--- src/rtl/cpi_con_pkg.sv ---
// Shared types for the CPI global-channel connection controller.
package cpi_con_pkg;

  typedef enum logic [2:0] {
    ST_DISCON        = 3'd0,
    ST_CONNECTING    = 3'd1,
    ST_CONNECTED     = 3'd2,
    ST_DISCONNECTING = 3'd3,
    ST_NACK_WAIT     = 3'd4,
    ST_ERROR         = 3'd5
  } cpi_con_state_e;

  localparam int NACK_CNT_W = 8;

endpackage

--- src/rtl/cpi_con_if.sv ---
// Agent/fabric connect handshake of the CPI global channel.
interface cpi_con_if;
  logic txcon_req;
  logic rxcon_ack;
  logic rxdiscon_nack;
  logic rx_empty;

  modport master (output txcon_req, input rxcon_ack, input rxdiscon_nack, input rx_empty);
  modport slave  (input txcon_req, output rxcon_ack, output rxdiscon_nack, output rx_empty);
endinterface

--- src/rtl/cpi_con_timer.sv ---
// Clearable saturating up-counter with a terminal-compare flag.
module cpi_con_timer #(
  parameter int W = 4
) (
  input  logic         clk,
  input  logic         rst_n,
  input  logic         clr,
  input  logic         en,
  input  logic [W-1:0] cmp,
  output logic         hit
);

  logic [W-1:0] cnt;

  always_ff @(posedge clk or negedge rst_n) begin
    if (!rst_n) begin
      cnt <= '0;
    end else if (clr) begin
      cnt <= '0;
    end else if (en && (cnt != {W{1'b1}})) begin
      cnt <= cnt + 1'b1;
    end
  end

  assign hit = (cnt == cmp);

endmodule

--- src/rtl/cpi_con_ctrl.sv ---
// Agent-side CPI connect/disconnect sequencer with timeouts and sticky fatal/viral.
module cpi_con_ctrl
  import cpi_con_pkg::*;
#(
  parameter int TIMEOUT_CYCLES = 1024,
  parameter int RETRY_GAP      = 16
) (
  input  logic                  clk,
  input  logic                  rst_n,
  input  logic                  link_en,
  input  logic                  tx_idle,
  input  logic                  fatal_in,
  input  logic                  viral_in,
  cpi_con_if.master             cpi,
  output logic                  fatal,
  output logic                  viral,
  output logic                  connected,
  output logic [2:0]            state,
  output logic [NACK_CNT_W-1:0] nack_cnt
);

  localparam int TMR_MAX = (TIMEOUT_CYCLES > RETRY_GAP) ? TIMEOUT_CYCLES : RETRY_GAP;
  localparam int TMR_W   = $clog2(TMR_MAX + 1);
  localparam logic [TMR_W-1:0] TO_LAST  = TMR_W'(TIMEOUT_CYCLES - 1);
  localparam logic [TMR_W-1:0] GAP_LAST = TMR_W'(RETRY_GAP - 1);

  function automatic logic [NACK_CNT_W-1:0] sat_inc(input logic [NACK_CNT_W-1:0] v);
    return (v == {NACK_CNT_W{1'b1}}) ? v : v + 1'b1;
  endfunction

  cpi_con_state_e        state_q, state_d;
  logic [TMR_W-1:0]      tmr_cmp;
  logic                  tmr_hit;
  logic                  nack_inc;
  logic                  txcon_d, conn_d, fatal_d, viral_d;
  logic [NACK_CNT_W-1:0] nack_d;
  logic                  txcon_q;

  // One timer serves both phase timeouts and the retry gap.
  assign tmr_cmp = (state_q == ST_NACK_WAIT) ? GAP_LAST : TO_LAST;

  cpi_con_timer #(.W(TMR_W)) u_timer (
    .clk   (clk),
    .rst_n (rst_n),
    .clr   (state_d != state_q),
    .en    (1'b1),
    .cmp   (tmr_cmp),
    .hit   (tmr_hit)
  );

  always_ff @(posedge clk or negedge rst_n) begin
    if (!rst_n) state_q <= ST_DISCON;
    else        state_q <= state_d;
  end

  always_comb begin
    state_d = state_q;
    if (fatal_in && (state_q != ST_ERROR)) begin
      state_d = ST_ERROR;
    end else begin
      unique case (state_q)
        ST_DISCON:
          if (link_en && !cpi.rxcon_ack) state_d = ST_CONNECTING;
        ST_CONNECTING:
          if (cpi.rxcon_ack)  state_d = ST_CONNECTED;
          else if (tmr_hit)   state_d = ST_ERROR;
        ST_CONNECTED:
          if (!cpi.rxcon_ack)           state_d = ST_ERROR;
          else if (!link_en && tx_idle) state_d = ST_DISCONNECTING;
        ST_DISCONNECTING:
          // NACK outranks a concurrent ack drop / empty indication.
          if (cpi.rxdiscon_nack)                     state_d = ST_NACK_WAIT;
          else if (!cpi.rxcon_ack && cpi.rx_empty)   state_d = ST_DISCON;
          else if (tmr_hit)                          state_d = ST_ERROR;
        ST_NACK_WAIT:
          if (tmr_hit) state_d = ST_CONNECTED;
        default: state_d = ST_ERROR;
      endcase
    end
  end

  assign nack_inc = (state_q == ST_DISCONNECTING) && (state_d == ST_NACK_WAIT);

  always_comb begin
    txcon_d = (state_d == ST_CONNECTING) || (state_d == ST_CONNECTED);
    conn_d  = (state_d == ST_CONNECTED);
    fatal_d = fatal | (state_d == ST_ERROR);
    viral_d = viral | viral_in | (state_d == ST_ERROR);
    nack_d  = nack_inc ? sat_inc(nack_cnt) : nack_cnt;
  end

  // Output register stage: every output is a flop.
  always_ff @(posedge clk or negedge rst_n) begin
    if (!rst_n) begin
      txcon_q   <= 1'b0;
      connected <= 1'b0;
      fatal     <= 1'b0;
      viral     <= 1'b0;
      nack_cnt  <= '0;
    end else begin
      txcon_q   <= txcon_d;
      connected <= conn_d;
      fatal     <= fatal_d;
      viral     <= viral_d;
      nack_cnt  <= nack_d;
    end
  end

  assign cpi.txcon_req = txcon_q;
  assign state         = state_q;

endmodule
--- src/flat_wrapper.sv ---
// flat-port wrapper written by rule: the top's interface ports become plain ports
module cpi_con_ctrl_flat import cpi_con_pkg::*;
#(
  parameter int TIMEOUT_CYCLES = 1024,
  parameter int RETRY_GAP      = 16
)
  (clk, rst_n, link_en, tx_idle, fatal_in, viral_in, fatal, viral, connected, state, nack_cnt, cpi_txcon_req, cpi_rxcon_ack, cpi_rxdiscon_nack, cpi_rx_empty);
  cpi_con_if cpi_i ();
  input  logic clk;
  input  logic rst_n;
  input  logic link_en;
  input  logic tx_idle;
  input  logic fatal_in;
  input  logic viral_in;
  output logic fatal;
  output logic viral;
  output logic connected;
  output logic [2:0] state;
  output logic [NACK_CNT_W-1:0] nack_cnt;
  output wire logic [$bits(cpi_i.txcon_req)-1:0] cpi_txcon_req;
  input wire logic [$bits(cpi_i.rxcon_ack)-1:0] cpi_rxcon_ack;
  input wire logic [$bits(cpi_i.rxdiscon_nack)-1:0] cpi_rxdiscon_nack;
  input wire logic [$bits(cpi_i.rx_empty)-1:0] cpi_rx_empty;
  assign cpi_txcon_req = cpi_i.txcon_req;
  assign cpi_i.rxcon_ack = cpi_rxcon_ack;
  assign cpi_i.rxdiscon_nack = cpi_rxdiscon_nack;
  assign cpi_i.rx_empty = cpi_rx_empty;
  cpi_con_ctrl #(.TIMEOUT_CYCLES(TIMEOUT_CYCLES), .RETRY_GAP(RETRY_GAP)) u_core (.clk(clk), .rst_n(rst_n), .link_en(link_en), .tx_idle(tx_idle), .fatal_in(fatal_in), .viral_in(viral_in), .cpi(cpi_i), .fatal(fatal), .viral(viral), .connected(connected), .state(state), .nack_cnt(nack_cnt));
endmodule
--- config.mk ---
export PLATFORM = sky130hd
export DESIGN_NAME = cpi_con_ctrl_flat
export DESIGN_NICKNAME = d
export VERILOG_FILES = /design/src/rtl/cpi_con_pkg.sv /design/src/rtl/cpi_con_if.sv /design/src/rtl/cpi_con_timer.sv /design/src/rtl/cpi_con_ctrl.sv /design/src/flat_wrapper.sv
export SDC_FILE = /design/constraint.sdc
export NUM_CORES = 1
export LEC_CHECK = 0
export CAP_MARGIN = 20
export CORE_ASPECT_RATIO = 0.5
export CORE_MARGIN = 2
export CORE_UTILIZATION = 54
export DETAILED_ROUTE_END_ITERATION = 12
export PLACE_DENSITY = 0.79
export RECOVER_POWER = 100
export SLEW_MARGIN = 10
export SYNTH_ARGS = -nofsm -noshare
export SYNTH_HDL_FRONTEND = slang
export SYNTH_HIERARCHICAL = 1
export SYNTH_SLANG_ARGS = --single-unit
--- constraint.sdc ---
create_clock -name clk -period 3.2 [get_ports clk]
set_input_delay 0.64 -clock clk [delete_from_list [all_inputs] [get_ports clk]]
set_output_delay 0.64 -clock clk [all_outputs]
set_load 0.02 [all_outputs]
### Yosys cells after proc, flatten, opt, wreduce, memory -nomap -nowiden

Index checks and enable logic that the tools add are counted.

* word-level logic and storage cells: 50
* output and inout port bits: 15
* register bits: 26

* add/sub/neg operators: 2
* multiplexer cells: 13
* bitwise logic cells: 4
* eq/ne operators: 13
* reduce and logical (&&, ||, !) cells: 11

Operator list (count)
* 2-to-1 mux 3 bit: 9
* 2-to-1 mux 11 bit: 2
* case mux 3 bit (5 select lines): 1
* adder 11 x 1 -> 11 bit, second input constant: 1
* equality test 11 bit: 1
* inequality test 11 bit, second input constant: 1
* 2-to-1 mux 10 bit: 1
* equality test 3 x 2 -> 1 bit, second input constant: 3
* equality test 3 bit, second input constant: 3
* adder 8 x 1 -> 8 bit, second input constant: 1
* equality test 8 bit, second input constant: 1
* equality test 3 x 1 -> 1 bit, second input constant: 2
* logical AND 1 bit: 5
* zero test 3 bit: 1
* inequality test 3 bit: 1
* inequality test 3 bit, second input constant: 1
* bitwise OR 1 bit: 3
* zero test 1 bit: 2
* AND reduction 2 bit: 1
* nonzero test 2 bit: 1
* logical OR 1 bit: 1
* NOT 1 bit: 1

### Logic depth before layout (Yosys ltp)

* depth in word-level cells: 11
* depth in mapped cells: 15
* gate-level depth less buffers: 13

### Hierarchy

The synthesis kept the hierarchy.

By module, submodules not included
* cpi_con_ctrl: sequential area each 375.4 µm², cells each 82, area an instance 854.6 µm², times used 1
* cpi_con_timer: sequential area each 275.3 µm², cells each 83, area an instance 813.3 µm², times used 1

### Worst setup path after synthesis

OpenSTA, ideal clock, no wires.

* path kind: reg-to-reg
* from: reg u_core.state_q[1] (netlist: u_core/state[1])
* to: reg u_core.u_timer.cnt[0]
* cell stages (with the launch flop): 15
* arrival time: 2957 ps
* data required time: 3075 ps
* path buffers: 2
* slack: 118 ps
* setup time: 125 ps
* clock period less this slack: 3082 ps
* cells stage by stage: dfrtp_1 buf_2 nor2_1 nand2_1 xnor2_1 nand4_1 nor3_1 mux2_2 o22ai_1 o311ai_2 xnor2_1 o2111ai_1 buf_6 nor2b_1 mux2_4

* word-level cells in the longest chain between the ends: 10
* elaborated cells between the ends (all ways): 22

Ends and longest elaborated chain
* from (decl): line cpi_con_ctrl.sv:31 `cpi_con_state_e state_q, state_d;`
* from (signal assigned): line cpi_con_ctrl.sv:53 `else state_q <= state_d;`
* equality test 3 bit *: line cpi_con_ctrl.sv:40 `assign tmr_cmp = (state_q == ST_NACK_WAIT) ? GAP_LAST : TO_LAST;`
* 2-to-1 mux 10 bit *: line cpi_con_ctrl.sv:40
* net u_core.tmr_cmp[4]: line cpi_con_ctrl.sv:32 `logic [TMR_W-1:0] tmr_cmp;`
* equality test 11 bit *: line cpi_con_timer.sv:25 `assign hit = (cnt == cmp);`
* net u_core.tmr_hit: line cpi_con_ctrl.sv:33 `logic tmr_hit;`
* 2-to-1 mux 3 bit: line cpi_con_ctrl.sv:66, cpi_con_ctrl.sv:74
* 2-to-1 mux 3 bit: line cpi_con_ctrl.sv:73 `else if (!cpi.rxcon_ack && cpi.rx_empty) state_d = ST_DISCON;`
* 2-to-1 mux 3 bit: line cpi_con_ctrl.sv:72 `if (cpi.rxdiscon_nack) state_d = ST_NACK_WAIT;`
* case mux 3 bit (5 select lines) *: line cpi_con_ctrl.sv:61 `unique case (state_q)`
* 2-to-1 mux 3 bit *: line cpi_con_ctrl.sv:58 `if (fatal_in && (state_q != ST_ERROR)) begin`
* net u_core.state_d[2]: line cpi_con_ctrl.sv:31
* inequality test 3 bit *: line cpi_con_ctrl.sv:45 `.clr (state_d != state_q),`
* 2-to-1 mux 11 bit / nonzero test 2 bit (equally long branches)
* to (signal assigned): line cpi_con_timer.sv:21 `cnt <= cnt + 1'b1;`
* to (decl): line cpi_con_timer.sv:13 `logic [W-1:0] cnt;`

The timed path passes the listed nets; every way through them passes the cells marked *.
A chain may end at the register's enable or synchronous reset.

### Final worst setup path

* from: reg u_core.state_q[1] (netlist: u_core/state[1])
* to: reg u_core.u_timer.cnt[3]

* word-level cells in the longest chain between the ends: 10
* elaborated cells between the ends (all ways): 22

Ends and longest elaborated chain (line)
* equality test 3 bit *: cpi_con_ctrl.sv:40
* 2-to-1 mux 10 bit *: cpi_con_ctrl.sv:40
* net u_core.tmr_cmp[4]: cpi_con_ctrl.sv:32
* equality test 11 bit *: cpi_con_timer.sv:25
* net u_core.tmr_hit: cpi_con_ctrl.sv:33
* 2-to-1 mux 3 bit: cpi_con_ctrl.sv:66, cpi_con_ctrl.sv:74
* 2-to-1 mux 3 bit: cpi_con_ctrl.sv:73
* 2-to-1 mux 3 bit: cpi_con_ctrl.sv:72
* case mux 3 bit (5 select lines) *: cpi_con_ctrl.sv:61
* 2-to-1 mux 3 bit *: cpi_con_ctrl.sv:58
* inequality test 3 bit *: cpi_con_ctrl.sv:45
* 2-to-1 mux 11 bit / nonzero test 2 bit (equally long branches)

Marked as above.

==> flow_metrics.env <==
export IMPL_fmax_mhz=341
export IMPL_fin_skew_ns=0.00341
export IMPL_clockBufferDepth=2
export IMPL_total_leakage_power_uw=0.000887
export IMPL_peakVddDrop_v=0.000265
export IMPL_htree_levels=1
export IMPL_insertion_delay_ns=0.27
export IMPL_gp_congestion=0.829
export IMPL_grt_overflow=0
export IMPL_critPathRequiredTime_ns=3.40
export IMPL_drive_gt1_frac=0.136
export IMPL_cp_top_family="simple AND/OR/NAND/NOR gates"
export IMPL_path_max_fanout=11
export IMPL_ys_warn_count=6
export IMPL_use_met1=0.326
export IMPL_via_per_inst=5.71
export IMPL_worstSetupStartpointType="register"
export IMPL_final_area_sq_um=2020
export IMPL_maxSlewHeadroom=0.0693
export IMPL_synth_area_sq_um=1670
export IMPL_syn_inst=165
export IMPL_p_sw_frac=0.329
export IMPL_slowest_delay_ns=0.39
export IMPL_top_usage_layer="met2"
export IMPL_grtUsageMet2=0.339
export IMPL_synth_async_reset_ratio=1.00
export IMPL_crit_path_top_delay_cell="dfrtp_1"
export IMPL_portBuffers=23
export IMPL_synth_top_family_by_area="simple AND/OR/NAND/NOR gates"
export IMPL_crit_chain="nor2_1 -> nand2_2 -> xnor2_1 -> nand4_1 -> nor3_2 -> clkbuf_4 -> nor2_1 -> and3_1 -> o31ai_2 -> xor2_1 -> o2111ai_1 -> buf_4 -> inv_1 -> o21ai_0 -> a31oi_1"
export IMPL_dp_hpwl_microns=2680
export IMPL_setup_viol=0
export IMPL_p_clk_frac=0.247
export IMPL_layout_nets=211
export IMPL_num_io_pins=24
export IMPL_synthSimpleGateAreaFrac=0.209
export IMPL_drt_initial_drc_count=62
export IMPL_dieHeight_microns=43.3
export IMPL_power_switching_uw=285
export IMPL_tns_ns=0
export IMPL_outcome="finished clean"
export IMPL_cp_end_kind="register"
export IMPL_grt_pass1_wl_microns=5940
export IMPL_layout_cells_non_filler=239
export IMPL_rsz0062_at_grt="false"
export IMPL_ys_flop_type="dfrtp_1"
export IMPL_synth_area_mux_share=0.0353
export IMPL_synth_compound_area_frac=0.173
export IMPL_placedCellCount=235
export IMPL_maxSlewViolCount=0
export IMPL_crit_arrival_ns=3.13
export IMPL_final_antenna_net_count=0
export IMPL_crit_top_cell="nor2_1"
export IMPL_start_util=0.560
export IMPL_place_area_sq_um=1960
export IMPL_synth_area_leaders="dfrtp_1 (39%), xnor2_1 (10%), and3_1 (3.4%)"
export IMPL_cts_tree="built"
export IMPL_track_usage=0.226
export IMPL_period_needed_ns=2.93
export IMPL_row_count=14
export IMPL_timing_hold_ws_ns=0.464
export IMPL_grt_antenna_before_repair=0
export IMPL_cts_sinks=26
export IMPL_diodes=0
export IMPL_worstMarginPinSlew_ns=1.40
export IMPL_grt_use_met3=0.0532
export IMPL_wire_per_inst_microns=15.0
export IMPL_syn2layout_area_growth_pct=21.4
export IMPL_path_class="register to register"
export IMPL_grt_pass1_vias=1214
export IMPL_syn_avg_cell_area_sq_um=10.1
export IMPL_routed_wirelength_microns=3590
export IMPL_yosys_area_share_xor_xnor=0.110
export IMPL_synth_adder_area_share=0.0150
export IMPL_die_area_sq_um=3580
export IMPL_fin_util=0.680
export IMPL_synth_cell_types=48
export IMPL_drv_cap=0
export IMPL_numCtsBuffers=3
export IMPL_powerDensity_nw_per_um2=428
export IMPL_finalCritPeriodShare=0.916
export IMPL_combPwrFrac=0.227
export IMPL_seqPwrFrac=0.526
export IMPL_root_buffer="clkbuf_8"
export IMPL_dr_total_vias=1364
export IMPL_post_cts_buffers=0
export IMPL_synth_top_cell_area_share=0.390
export IMPL_die_x_microns=82.6
export IMPL_clk_pin_slew_ns=0.09
export IMPL_drt_first_pass_iters=4
export IMPL_hold_path_class="register to register"
export IMPL_hold_viol=0
export IMPL_path_buf_inv=3
export IMPL_synth_seq_cells=26
export IMPL_core_area_sq_um=2980
export IMPL_cellInternalPower_uw=580
export IMPL_grt_max_degree=27
export IMPL_drc=0
export IMPL_synth_edff_count=0
export IMPL_yosysSeqAreaShare=0.390
export IMPL_synth_largest_area_cell="dfrtp_1"
-- area by class of cell --
cell class | count | area (sq um)
inverter | 7 | 26.3
tap | 40 | 50.0
multi-input combinational | 131 | 960
clock buffer | 4 | 55.1
fill | 241 | 953
timing repair buffer | 31 | 283
sequential | 26 | 651
-- placed cells by master, fill, tap and decap left out, drive strengths merged, types with 2 or more instances in the layout --
cell           count
ha                 2
a211oi             5
xor2               2
dfrtp             26
nand3              5
o2111ai            2
dlygate4sd3       16
a21oi              7
nand2             11
clkbuf             7
conb              10
o21ai              3
xnor2             19
nor4               2
mux2               4
or2                2
nor2b              4
buf                5
nor2              10
and4               2
a31oi              4
inv                7
nor3               2
clkdlybuf4s50      7
and3               9
nand4              9
-- worst register-to-register path, delay by kind of cell (launching register included) --
| family | cells | cell delay [ns] |
|---|---|---|
| XOR/XNOR | 2 | 0.41 |
| AO/OA/AOI/OAI | 4 | 0.67 |
| flip-flops | 1 | 0.39 |
| AND/OR/NAND/NOR | 6 | 0.90 |
| buffers and inverters | 3 | 0.48 |
-- layer usage --
layer | vias to the layer above | routed length, microns
met5 | - | 0
met3 | 6 | 224
met2 | 50 | 1650
met4 | 0 | 49
met1 | 648 | 1660
li1 | 660 | -
-- stage by stage --
step	total power (uW)	worst slack, ns
6_report	866	0.268
5_1_grt	923	0.0156
4_1_cts	871	0.116
3_5_place_dp	658	0.127
3_3_place_gp	649	0.274
2_1_floorplan	605	0.118
-- flip-flops by register name, summed over array words and instances, names as in the netlist --
register and count:
u_core/cpi.txcon_req 1, u_core/viral 1, u_core/connected 1, u_core/nack_cnt 8
u_core/fatal 1, u_core/u_timer/cnt 11, u_core/state 3
-- worst paths after layout --
| path | slack [ns] | start | cells past startpoint | endpoint |
|---|---|---|---|---|
| setup / recovery | 0.27 | u_core/state[1] | 15 | u_core/u_timer/cnt[3] |
| hold / removal | 0.46 | u_core/fatal | 1 | u_core/fatal |
| setup reg to reg | 0.27 | u_core/state[1] | 15 | u_core/u_timer/cnt[3] |
| hold reg to reg | 0.46 | u_core/fatal | 1 | u_core/fatal |
| max in group asynchronous | 1.18 | rst_n | 2 | u_core/u_timer/cnt[4] |
| min in group asynchronous | 1.21 | rst_n | 2 | u_core/u_timer/cnt[8] |
-- kinds of logic after synthesis --
family          count (synthesis)
compound gates                 34
xor+xnor                       21
fa+ha+maj                       2
buf+inv                        16
flops                          26
mux                             5
other cells                     2
simple gates                   59
-- synth_stat cells (2+ instances only) --
cell,number
nand3_1,5
and4_1,2
nand2_1,11
o21ai_0,3
xor2_1,2
nand4_1,8
buf_6,5
inv_1,7
o2111ai_1,2
a211oi_1,5
xnor2_1,19
a21oi_1,6
ha_1,2
buf_2,2
and3_1,9
nor2b_1,4
mux2_2,3
nor3_1,2
a31oi_1,4
conb_1,2
dfrtp_1,26
nor2_1,10
-- power groups by stage --
stage          clock [uW]  combinational [uW]  sequential (uW)
2_1_floorplan           0                 182              423
3_3_place_gp            0                 192              457
3_5_place_dp            0                 198              460
4_1_cts               219                 199              453
5_1_grt               236                 222              465
6_report              214                 197              455
-- what timing repair did --
action / in CTS / in global routing
endpoints found under the setup margin: 0 / 10
gates resized for setup: 0 / 4
hold buffers: 0 / 0
(Power assumes the default switching activity.)
